**config.mk**
```make
export PLATFORM = sky130hd
export DESIGN_NAME = next_piece_spawner_flat
export DESIGN_NICKNAME = d
export VERILOG_FILES = /design/src/rtl/next_piece_spawner_pkg.sv /design/src/rtl/next_piece_spawner_if.sv /design/src/rtl/next_piece_spawner_spawn_addr_map.sv /design/src/rtl/next_piece_spawner.sv /design/src/flat_wrapper.sv
export SDC_FILE = /design/constraint.sdc
export NUM_CORES = 1
export LEC_CHECK = 0
export ABC_CLOCK_PERIOD_IN_PS = 11900
export BUFFER_PORTS_ARGS = -buffer_cell sky130_fd_sc_hd__buf_4
export CAP_MARGIN = 5
export CORE_MARGIN = 1.5
export CORE_UTILIZATION = 29
export DETAILED_ROUTE_END_ITERATION = 8
export PLACE_DENSITY_LB_ADDON = 0.12
export SYNTH_ARGS = -nofsm -noshare
export SYNTH_HDL_FRONTEND = slang
export SYNTH_SLANG_ARGS = --single-unit
export TNS_END_PERCENT = 10
```
**constraint.sdc**
```tcl
create_clock -name clk -period 11.9 [get_ports clk]
set_input_delay 0.595 -clock clk [delete_from_list [all_inputs] [get_ports clk]]
set_output_delay 0.595 -clock clk [all_outputs]
set_load 0.01 [all_outputs]
```
**src/rtl/next_piece_spawner_pkg.sv**
```systemverilog
// Shared constants and FSM encoding for the next-piece spawner.
package next_piece_spawner_pkg;
  localparam logic [7:0] NEXT_BASE     = 8'd232;
  localparam int         PREVIEW_CELLS = 12;
  localparam logic [7:0] PREVIEW_COLS  = 8'd3;
  localparam logic [7:0] FIELD_COLS    = 8'd10;
  localparam logic [7:0] SPAWN_BASE    = 8'd4;
  localparam logic [7:0] EMPTY_CELL    = 8'd0;

  localparam logic [3:0] READ_LAST  = 4'd12;
  localparam logic [3:0] CHECK_LAST = 4'd4;
  localparam logic [3:0] WRITE_LAST = 4'd3;
  localparam logic [3:0] PIECE_SIZE = 4'd4;

  typedef enum logic [2:0] {
    ST_IDLE  = 3'd0,
    ST_READ  = 3'd1,
    ST_CHECK = 3'd2,
    ST_WRITE = 3'd3,
    ST_DONE  = 3'd4
  } state_t;
endpackage

```
**src/rtl/next_piece_spawner_if.sv**
```systemverilog
// Grid memory port: registered read (data one cycle after address), write strobe.
interface next_piece_spawner_if;
  logic [7:0] mem_addr;
  logic       mem_we;
  logic [7:0] mem_wdata;
  logic [7:0] mem_rdata;

  modport master (output mem_addr, output mem_we, output mem_wdata, input mem_rdata);
  modport slave  (input mem_addr, input mem_we, input mem_wdata, output mem_rdata);
endinterface

```
**src/rtl/next_piece_spawner_spawn_addr_map.sv**
```systemverilog
// Maps a preview index (row-major, 3 wide) onto its spawn address in the playfield.
module spawn_addr_map
  import next_piece_spawner_pkg::*;
(
  input  logic [3:0] idx,
  output logic [7:0] addr
);
  logic [7:0] idx_w;
  logic [7:0] row;
  logic [7:0] col;

  always_comb begin
    idx_w = {4'b0000, idx};
    row   = idx_w / PREVIEW_COLS;
    col   = idx_w % PREVIEW_COLS;
    addr  = SPAWN_BASE + row * FIELD_COLS + col;
  end
endmodule

```
**src/rtl/next_piece_spawner.sv**
```systemverilog
// Copies the 3x4 preview piece into the top of the playfield, or flags game over on collision.
//   state    | meaning
//   ST_IDLE  | waiting for start, bus quiet
//   ST_READ  | stream 12 preview cells in, collect occupied addresses (13 cycles)
//   ST_CHECK | read the 4 target cells, OR their occupancy (5 cycles)
//   ST_WRITE | write piece_code to the 4 targets (4 cycles)
//   ST_DONE  | done pulse, back to idle
module next_piece_spawner
  import next_piece_spawner_pkg::*;
(
  input  logic                        clk,
  input  logic                        rst,
  input  logic                        start,
  output logic                        busy,
  output logic                        done,
  output logic                        game_over,
  output logic                        bad_piece,
  next_piece_spawner_if.master        mem,
  output logic [7:0]                  cell_addr_0,
  output logic [7:0]                  cell_addr_1,
  output logic [7:0]                  cell_addr_2,
  output logic [7:0]                  cell_addr_3,
  output logic [7:0]                  piece_code
);
  state_t     state_q, state_d;
  logic [3:0] cnt_q, cnt_d;
  logic [3:0] occ_q, occ_d;
  logic       hit_q, hit_d;
  logic       game_over_q, game_over_d;
  logic       bad_piece_q, bad_piece_d;
  logic [7:0] piece_code_q, piece_code_d;
  logic [7:0] cell_addr_q [4];
  logic [7:0] cell_addr_d [4];
  logic [7:0] pbuf_q [PREVIEW_CELLS];
  logic [7:0] pbuf_d [PREVIEW_CELLS];

  logic [3:0] map_idx;
  logic [7:0] map_addr;
  logic [7:0] mem_addr_c;
  logic       mem_we_c;
  logic [7:0] mem_wdata_c;

  // Data for preview cell k arrives while cnt_q == k+1, so the mapper follows cnt_q-1.
  assign map_idx = cnt_q - 4'd1;

  spawn_addr_map u_addr_map (
    .idx  (map_idx),
    .addr (map_addr)
  );

  always_comb begin
    state_d      = state_q;
    cnt_d        = cnt_q;
    occ_d        = occ_q;
    hit_d        = hit_q;
    game_over_d  = game_over_q;
    bad_piece_d  = bad_piece_q;
    piece_code_d = piece_code_q;
    cell_addr_d  = cell_addr_q;
    pbuf_d       = pbuf_q;
    mem_addr_c   = 8'd0;
    mem_we_c     = 1'b0;
    mem_wdata_c  = 8'd0;
    busy         = 1'b0;
    done         = 1'b0;

    unique case (state_q)
      ST_IDLE: begin
        if (start) begin
          state_d = ST_READ;
          cnt_d   = 4'd0;
          occ_d   = 4'd0;
          hit_d   = 1'b0;
        end
      end
      ST_READ: begin
        busy = 1'b1;
        if (cnt_q < READ_LAST) mem_addr_c = NEXT_BASE + {4'b0000, cnt_q};
        if (cnt_q != 4'd0) begin
          pbuf_d[map_idx] = mem.mem_rdata;
          if (mem.mem_rdata != EMPTY_CELL) begin
            occ_d = occ_q + 4'd1;
            if (occ_q < PIECE_SIZE) cell_addr_d[occ_q[1:0]] = map_addr;
          end
        end
        if (cnt_q == READ_LAST) begin
          cnt_d = 4'd0;
          // Lowest occupied preview entry defines the piece colour.
          for (int i = PREVIEW_CELLS - 1; i >= 0; i--) begin
            if (pbuf_d[i] != EMPTY_CELL) piece_code_d = pbuf_d[i];
          end
          if (occ_d == PIECE_SIZE) begin
            state_d = ST_CHECK;
          end else begin
            bad_piece_d = 1'b1;
            state_d     = ST_DONE;
          end
        end else begin
          cnt_d = cnt_q + 4'd1;
        end
      end
      ST_CHECK: begin
        busy = 1'b1;
        if (cnt_q < CHECK_LAST) mem_addr_c = cell_addr_q[cnt_q[1:0]];
        if (cnt_q != 4'd0 && mem.mem_rdata != EMPTY_CELL) hit_d = 1'b1;
        if (cnt_q == CHECK_LAST) begin
          cnt_d = 4'd0;
          if (hit_d) begin
            game_over_d = 1'b1;
            state_d     = ST_DONE;
          end else begin
            state_d = ST_WRITE;
          end
        end else begin
          cnt_d = cnt_q + 4'd1;
        end
      end
      ST_WRITE: begin
        busy        = 1'b1;
        mem_we_c    = 1'b1;
        mem_addr_c  = cell_addr_q[cnt_q[1:0]];
        mem_wdata_c = piece_code_q;
        if (cnt_q == WRITE_LAST) begin
          cnt_d   = 4'd0;
          state_d = ST_DONE;
        end else begin
          cnt_d = cnt_q + 4'd1;
        end
      end
      ST_DONE: begin
        done    = 1'b1;
        state_d = ST_IDLE;
      end
      default: state_d = ST_IDLE;
    endcase
  end

  always_ff @(posedge clk or negedge rst) begin
    if (!rst) begin
      state_q      <= ST_IDLE;
      cnt_q        <= 4'd0;
      occ_q        <= 4'd0;
      hit_q        <= 1'b0;
      game_over_q  <= 1'b0;
      bad_piece_q  <= 1'b0;
      piece_code_q <= 8'd0;
      for (int i = 0; i < 4; i++) cell_addr_q[i] <= 8'd0;
      for (int i = 0; i < PREVIEW_CELLS; i++) pbuf_q[i] <= 8'd0;
    end else begin
      state_q      <= state_d;
      cnt_q        <= cnt_d;
      occ_q        <= occ_d;
      hit_q        <= hit_d;
      game_over_q  <= game_over_d;
      bad_piece_q  <= bad_piece_d;
      piece_code_q <= piece_code_d;
      cell_addr_q  <= cell_addr_d;
      pbuf_q       <= pbuf_d;
    end
  end

  assign mem.mem_addr  = mem_addr_c;
  assign mem.mem_we    = mem_we_c;
  assign mem.mem_wdata = mem_wdata_c;
  assign game_over     = game_over_q;
  assign bad_piece     = bad_piece_q;
  assign piece_code    = piece_code_q;
  assign cell_addr_0   = cell_addr_q[0];
  assign cell_addr_1   = cell_addr_q[1];
  assign cell_addr_2   = cell_addr_q[2];
  assign cell_addr_3   = cell_addr_q[3];
endmodule

```
**src/flat_wrapper.sv**
```systemverilog
// flat-port wrapper written by rule: the top's interface ports become plain ports
module next_piece_spawner_flat import next_piece_spawner_pkg::*;
  (clk, rst, start, busy, done, game_over, bad_piece, cell_addr_0, cell_addr_1, cell_addr_2, cell_addr_3, piece_code, mem_mem_addr, mem_mem_we, mem_mem_wdata, mem_mem_rdata);
  next_piece_spawner_if mem_i ();
  input  logic clk;
  input  logic rst;
  input  logic start;
  output logic busy;
  output logic done;
  output logic game_over;
  output logic bad_piece;
  output logic [7:0] cell_addr_0;
  output logic [7:0] cell_addr_1;
  output logic [7:0] cell_addr_2;
  output logic [7:0] cell_addr_3;
  output logic [7:0] piece_code;
  output wire logic [$bits(mem_i.mem_addr)-1:0] mem_mem_addr;
  output wire logic [$bits(mem_i.mem_we)-1:0] mem_mem_we;
  output wire logic [$bits(mem_i.mem_wdata)-1:0] mem_mem_wdata;
  input wire logic [$bits(mem_i.mem_rdata)-1:0] mem_mem_rdata;
  assign mem_mem_addr = mem_i.mem_addr;
  assign mem_mem_we = mem_i.mem_we;
  assign mem_mem_wdata = mem_i.mem_wdata;
  assign mem_i.mem_rdata = mem_mem_rdata;
  next_piece_spawner u_core (.clk(clk), .rst(rst), .start(start), .busy(busy), .done(done), .game_over(game_over), .bad_piece(bad_piece), .mem(mem_i), .cell_addr_0(cell_addr_0), .cell_addr_1(cell_addr_1), .cell_addr_2(cell_addr_2), .cell_addr_3(cell_addr_3), .piece_code(piece_code));
endmodule
```
==> results of run 1 <==
## state kept, by name (all words and copies together) (netlist names)
name	flops
u_core.cell_addr_0	8
u_core.state_q	3
u_core.pbuf_q	96
u_core.hit_q	1
u_core.cnt_q	4
u_core.piece_code	8
u_core.cell_addr_3	8
u_core.cell_addr_1	8
u_core.bad_piece	1
u_core.game_over	1
u_core.cell_addr_2	8
u_core.occ_q	4
## power by group through the flow
stage	combinational, µW	clock (µW)	sequential, µW
2_1_floorplan	1540	0	845
3_3_place_gp	2130	0	943
3_5_place_dp	2130	0	941
4_1_cts	2140	535	936
5_1_grt	2360	555	967
6_report	2110	517	938
## area by class of cell
cell class	count	area [µm²]
Fill cell	3254	20860
Multi-Input combinational cell	693	5231
Sequential cell	150	3754
Timing Repair Buffer	75	566.8
Tap cell	402	503.0
Clock buffer	19	442.9
Clock inverter	12	107.6
Inverter	23	86.33
## cell families after synthesis
kind of cell	Yosys count	synth area share, %
flops	150	40.30
buf+inv	77	3.533
mux	150	18.85
fa+ha+maj	27	3.708
simple gates	281	15.69
xor+xnor	11	1.034
compound gates	224	16.89
## per-layer routing
metal	global-route usage [%]	vias to the layer above
li1	-	3574
met1	26.48	3832
met2	28.72	216
met3	2.993	27
met4	5.818	0
met5	0	-
## per-stage QoR
stage	power, µW	std cells	util (%)	hold slack [ns]
global route	3886	1374	33.88	0.2812
CTS	3614	1374	33.88	0.2659
floorplan	2382	920	-	0.2994
finish	3568	1374	33.88	0.2012
detailed placement	3074	1343	32.14	0.4675
global placement	3074	1343	32.14	0.4661
## placed cells by master (no fill, tap or decap), types with 26 or more instances in the layout
master   instances
mux2_2         126
nand2_1         94
nor4_1          26
buf_4           74
nor2_1          37
a21oi_1         28
o21ai_0         57
dfrtp_1        150
ha_1            26
## how the worst min path moves through the flow
stage                      from                to  slack (ns)
2_1_floorplan               rst  u_core.bad_piece        0.30
3_3_place_gp   u_core.game_over  u_core.game_over        0.47
3_5_place_dp   u_core.game_over  u_core.game_over        0.47
4_1_cts                     rst   u_core.occ_q[3]        0.27
5_1_grt                     rst   u_core.occ_q[3]        0.28
6_report                    rst   u_core.occ_q[3]        0.20
==> run_results.csv, run 1 <==
group,metric,value,unit
status,outcome,"finished clean",
detailed_routing,first_iter_violations,705,
critical_path,r2r_cells,23,
synthesis,ys_ff_latch,150,
cts,cts_buffers,17,
detailed_routing,drt_wl_total,30100,µm
placement,io_buffers,71,
detailed_routing,ant_nets,0,
critical_path,startpoint,"u_core.cnt_q[0]",
synthesis,syn-num-nets,958,
detailed_routing,met3_length,1243,µm
critical_path,cp-start-kind,"register",
pwr,p_int,1900,µW
critical_path,arrival,7.69,ns
pwr,ir_drop,0.0003820,V
synthesis,synthCells,920,
synthesis,yosysMostFrequentCell,"dfrtp_1",
grt,overflow,0,
cts,clockBufferDepth,2,
detailed_routing,via_per_inst,5.567,
detailed_routing,vias,7649,
sta,worst_slack,4.536,ns
cts,cts.sinks,150,
placement,place_congestion,0.8438,
synthesis,ys.warnings.count,0,
detailed_routing,met1Wirelength,14570,µm
critical_path,worst_r2r_endpoint,"u_core.cell_addr_0[7]",
pwr,power_density,333.7,mW/mm²
pwr,comb_power_share,59.2,%
critical_path,r2r_setup_slack,4.54,ns
placement,place_hpwl,20860,µm
synthesis,synthFlopType,"dfrtp_1",
sta,rsz0062_at_grt,"no",
sta,slew_violations,0,
final_layout,nets,998,
critical_path,worst-path-stages,23,
cts,htreeDepth,4,
detailed_routing,firstDrtPassIters,7,
floorplanning,rows,65,
critical_path,cpPeakStageDelay,0.95,ns
final_layout,final_area,0.01069,mm²
sta,finalSetupTns,0,ns
critical_path,r2r_start,"u_core.cnt_q[0]",
final_layout,layout-drive-gt1-share,26.85,%
grt,grt_max_degree,91,
synthesis,synthArstFlopShare,100.0,%
pwr,p_sw,1668,µW
floorplanning,start_util,29.52,%
synthesis,ys_types,79,
floorplanning,die_h,182.2,µm
sta,worst_slew_pin_slew,1.095,ns
synthesis,avgSynthCellArea,10.12,µm²
cts,hold_buffers,0,
floorplanning,die-area,0.03320,mm²
cts,cts_tree,"done",
floorplanning,fp.dieW,182.2,µm
placement,place_ws,4.586,ns
critical_path,cp_max_fo,21,
pwr,power_frac_seq,26.3,%
synthesis,synth_edf_count,0,
job,drv_cap,0,
critical_path,cp.buffers_inverters,2,
hold_path,hold_class,"input pin to asynchronous set/reset pin",
critical_path,cp-endpoint,"u_core.cell_addr_0[7]",
placement,placed_cell_area,0.01014,mm²
cts,cts_resized,0,
synthesis,synth_area_leader_cell,"dfrtp_1",
sta,post-route-min-period,7.364,ns
synthesis,synth_top_area_share,40.30,%
final_layout,n_antenna_cell,0,
synthesis,synth_area_leaders,"dfrtp_1 (40%), mux2_2 (15%), nand2_1 (3.8%), ha_1 (3.5%), o21ai_0 (3.1%)",
critical_path,cp_slowest_cell,"dfrtp_1",
pwr,p_leak,0.004485,µW
critical_path,critPathKind,"register to register",
synthesis,synthTopCellsByCount,"dfrtp_1 (150), mux2_2 (126), nand2_1 (94), o21ai_0 (57), clkbuf_1 (43)",
detailed_routing,wl_met2,13840,µm
pwr,clockPowerShare,14.5,%
synthesis,yosysSeqAreaShare,40.30,%
final_layout,area_delta_synth_final,14.79,%
floorplanning,coreArea,0.03156,mm²
detailed_routing,drc,0,
sta,max_freq,135.8,MHz
critical_path,end_kind,"register",
floorplanning,io_pins,72,
pwr,p_sw_share,46.75,%
sta,hold_violations,0,
critical_path,cpMostUsedCell,"ha_1",
cts,root_buffer,"clkbuf_16",
critical_path,worstPathCellList,"inv_1 -> ha_1 -> or3b_2 -> o21ai_0 -> ha_1 -> ha_1 -> nor2_1 -> nand3_1 -> inv_1 -> xnor2_1 -> ha_1 -> nor4b_1 -> nand3b_1 -> ha_1 -> ha_1 -> ha_1 -> ha_1 -> a21oi_1 -> o21bai_1 -> a21oi_1 -> xnor2_1 -> xnor2_1 -> mux2_2",
critical_path,cp_top_family,"adder cells",
grt,grt_pass1_wl,46910,µm
sta,period_share,61.88,%
sta,clock_skew,0.01017,ns
grt,antenna_found_initial,0,
critical_path,required,12.23,ns
sta,slew_headroom,27.00,%
detailed_routing,maxUsedRoutingLayer,"met4",
synthesis,netlist_area,0.009314,mm²
grt,grt_pass1_vias,7531,
cts,cts_setup_buffers,0,
grt,groute.usage.overall,18.57,%
cts,path_clk_slew,0.06,ns
sta,setup_viol,0,
detailed_routing,wl_per_cell,21.90,µm
cts,worstSkewPairLatency,0.45,ns
No activity file was read; power rests on OpenSTA's default activity.
==> run 2: changes to the inputs <==
--- a/config.mk
+++ b/config.mk
@@ -5,7 +5,8 @@
 export SDC_FILE = /design/constraint.sdc
 export NUM_CORES = 1
 export LEC_CHECK = 0
-export ABC_CLOCK_PERIOD_IN_PS = 11900
+export ABC_AREA = 1
+export ABC_CLOCK_PERIOD_IN_PS = 6700
 export BUFFER_PORTS_ARGS = -buffer_cell sky130_fd_sc_hd__buf_4
 export CAP_MARGIN = 5
 export CORE_MARGIN = 1.5
==> constraint.sdc (replaced) <==
create_clock -name clk -period 6.7 [get_ports clk]
set_input_delay 0.335 -clock clk [delete_from_list [all_inputs] [get_ports clk]]
set_output_delay 0.335 -clock clk [all_outputs]
set_load 0.01 [all_outputs]
==> run_results.csv, run 2 <==
group,metric,value,unit
synthesis,synthTopCellsByCount,"nand2_1 (428), o21ai_0 (186), dfrtp_1 (150), inv_1 (115), nor2_1 (102)",
cts,root_buffer,"clkbuf_16",
sta,slew_violations,0,
cts,hold_buffers,0,
status,violations,"negative hold slack",
floorplanning,fp.dieW,178.1,µm
critical_path,end_kind,"register",
synthesis,synthCells,1258,
grt,grt_max_degree,97,
sta,clock_skew,0.009680,ns
sta,whs,-0.03748,ns
critical_path,critPathKind,"register to register",
cts,cts.sinks,150,
floorplanning,io_pins,72,
grt,grt_pass1_wl,43510,µm
final_layout,n_antenna_cell,0,
detailed_routing,wl_per_cell,15.82,µm
sta,worst_slew_pin_slew,1.202,ns
grt,grt_use_met3,2.920,%
grt,overflow,0,
synthesis,synthFlopType,"dfrtp_1",
cts,htreeDepth,4,
detailed_routing,first_iter_violations,664,
synthesis,yosysSeqAreaShare,42.24,%
hold_path,hold_class,"input pin to asynchronous set/reset pin",
grt,grt_use_met1,25.40,%
critical_path,cp_max_fo,12,
cts,cts_setup_buffers,0,
cts,worstSkewPairLatency,0.44,ns
synthesis,yosysMostFrequentCell,"nand2_1",
critical_path,cpMostUsedCell,"ha_1",
final_layout,largest_reg_flops,96,
final_layout,area_delta_synth_final,17.25,%
grt,met2_usage,28.27,%
detailed_routing,drc,0,
cts,cts_resized,0,
critical_path,required,7.01,ns
sta,period_share,86.18,%
placement,io_buffers,71,
sta,worst_slack,0.9261,ns
grt,grt.busiest_layer,"met2",
detailed_routing,via_per_inst,4.728,
detailed_routing,ant_nets,0,
grt,grt_pass1_vias,7713,
cts,cts_tree,"done",
critical_path,arrival,6.08,ns
synthesis,avgSynthCellArea,7.065,µm²
grt,antenna_found_initial,0,
synthesis,ys.warnings.count,0,
final_layout,nets,1340,
synthesis,netlist_area,0.008887,mm²
floorplanning,start_util,29.75,%
job,drv_cap,0,
final_layout,final_cell_mix,"nand2_1 (427), o21ai_0 (186), dfrtp_1 (150), inv_1 (115), nor2_1 (102)",
synthesis,synthArstFlopShare,100.0,%
detailed_routing,firstDrtPassIters,7,
final_layout,top_register,"u_core.pbuf_q",
synthesis,syn-num-nets,1296,
floorplanning,die-area,0.03171,mm²
synthesis,synth_area_leaders,"dfrtp_1 (42%), nand2_1 (18%), o21ai_0 (10%), inv_1 (4.9%), nor2_1 (4.3%)",
cts,clockBufferDepth,2,
detailed_routing,drt_wl_total,26960,µm
final_layout,layout-drive-gt1-share,10.35,%
cts,path_clk_slew,0.06,ns
synthesis,ys_ff_latch,150,
placement,place_congestion,0.8153,
cts,cts_buffers,17,
synthesis,synth_area_leader_cell,"dfrtp_1",
sta,finalSetupTns,0,ns
sta,post-route-min-period,5.774,ns
sta,max_freq,173.2,MHz
floorplanning,coreArea,0.02987,mm²
placement,place_hpwl,18920,µm
sta,rsz0062_at_grt,"no",
grt,groute.usage.overall,17.84,%
floorplanning,rows,63,
critical_path,cp_slowest_cell,"nor3_2",
detailed_routing,vias,8057,
placement,place_ws,0.9040,ns
critical_path,cp-start-kind,"register",
synthesis,synth_top_area_share,42.24,%
status,outcome,"finished with violations",
synthesis,ys_types,40,
synthesis,synth_edf_count,0,
sta,hold_violations,21,
sta,setup_viol,0,
critical_path,cpPeakStageDelay,0.42,ns
sta,slew_headroom,19.54,%
floorplanning,die_h,178.1,µm
final_layout,layout_commonest_cell,"nand2_1",
run 2: per-stage QoR:
stage | utilization [%] | hold slack [ns] | instances | area, µm²
3_3_place_gp | 32.61 | 0.4606 | 1673 | 9742
3_5_place_dp | 32.61 | 0.4687 | 1673 | 9742
6_report | 34.88 | -0.03748 | 1704 | 10420
4_1_cts | 34.88 | 0.02338 | 1704 | 10420
5_1_grt | 34.88 | 0.05204 | 1704 | 10420
2_1_floorplan | - | 0.03941 | 1258 | 8887
run 2: path summary, 6_finish.rpt:
kind | startpoint | to | slack, ns | cells after the start
worst max-delay path | u_core.cnt_q[1] | u_core.cell_addr_0[7] | 0.93 | 28
worst min-delay path | rst | u_core.cell_addr_2[4] | -0.04 | 1
worst max register to register | u_core.cnt_q[1] | u_core.cell_addr_0[7] | 0.93 | 28
worst min register to register | u_core.pbuf_q[25] | u_core.pbuf_q[25] | 0.48 | 2
max in group asynchronous | rst | u_core.cnt_q[2] | 5.31 | 2
min in group clk | start | u_core.hit_q | 0.24 | 4
run 2: logic make-up (layout without fill, tap and decap cells):
kind of cell | count (synthesis) | in the layout | synth area share [%]
xor gates and xnor gates | 13 | 13 | 1.281
and+or+nand+nor | 609 | 609 | 28.50
buffers and inverters | 177 | 233 | 7.743
adders and majority gates | 27 | 27 | 3.886
AOI/OAI and AO/OA | 282 | 282 | 16.36
DFF | 150 | 150 | 42.24
run 2: worst max-delay path, delay by kind of cell (launching register included):
kind / cells / cell delay, ns
XOR/XNOR: 3 / 0.60
buffers and inverters: 6 / 0.80
AND/OR/NAND/NOR: 9 / 1.68
AO/OA/AOI/OAI: 3 / 0.35
flip-flops: 1 / 0.37
adder cells (fa/ha/maj): 7 / 1.87
run 2: final cells by class:
cell class                      count  area, µm²
Sequential cell                   150       3754
Clock inverter                     12      225.2
Timing Repair Buffer               76      574.3
Inverter                          126      473.0
Tap cell                          390      488.0
Multi-Input combinational cell    931       4453
Fill cell                        3212      19450
Clock buffer                       19      452.9
run 2: layer usage:
metal	part of all wire (%)	vias to the layer above
met2	45	136
met1	51	3769
met4	0.79	0
met5	0	-
met3	3.5	15
li1	-	4137
Power of run 2 is not shown: default switching activity piles up to over one toggle a cycle in this logic, so the estimate is an artifact.
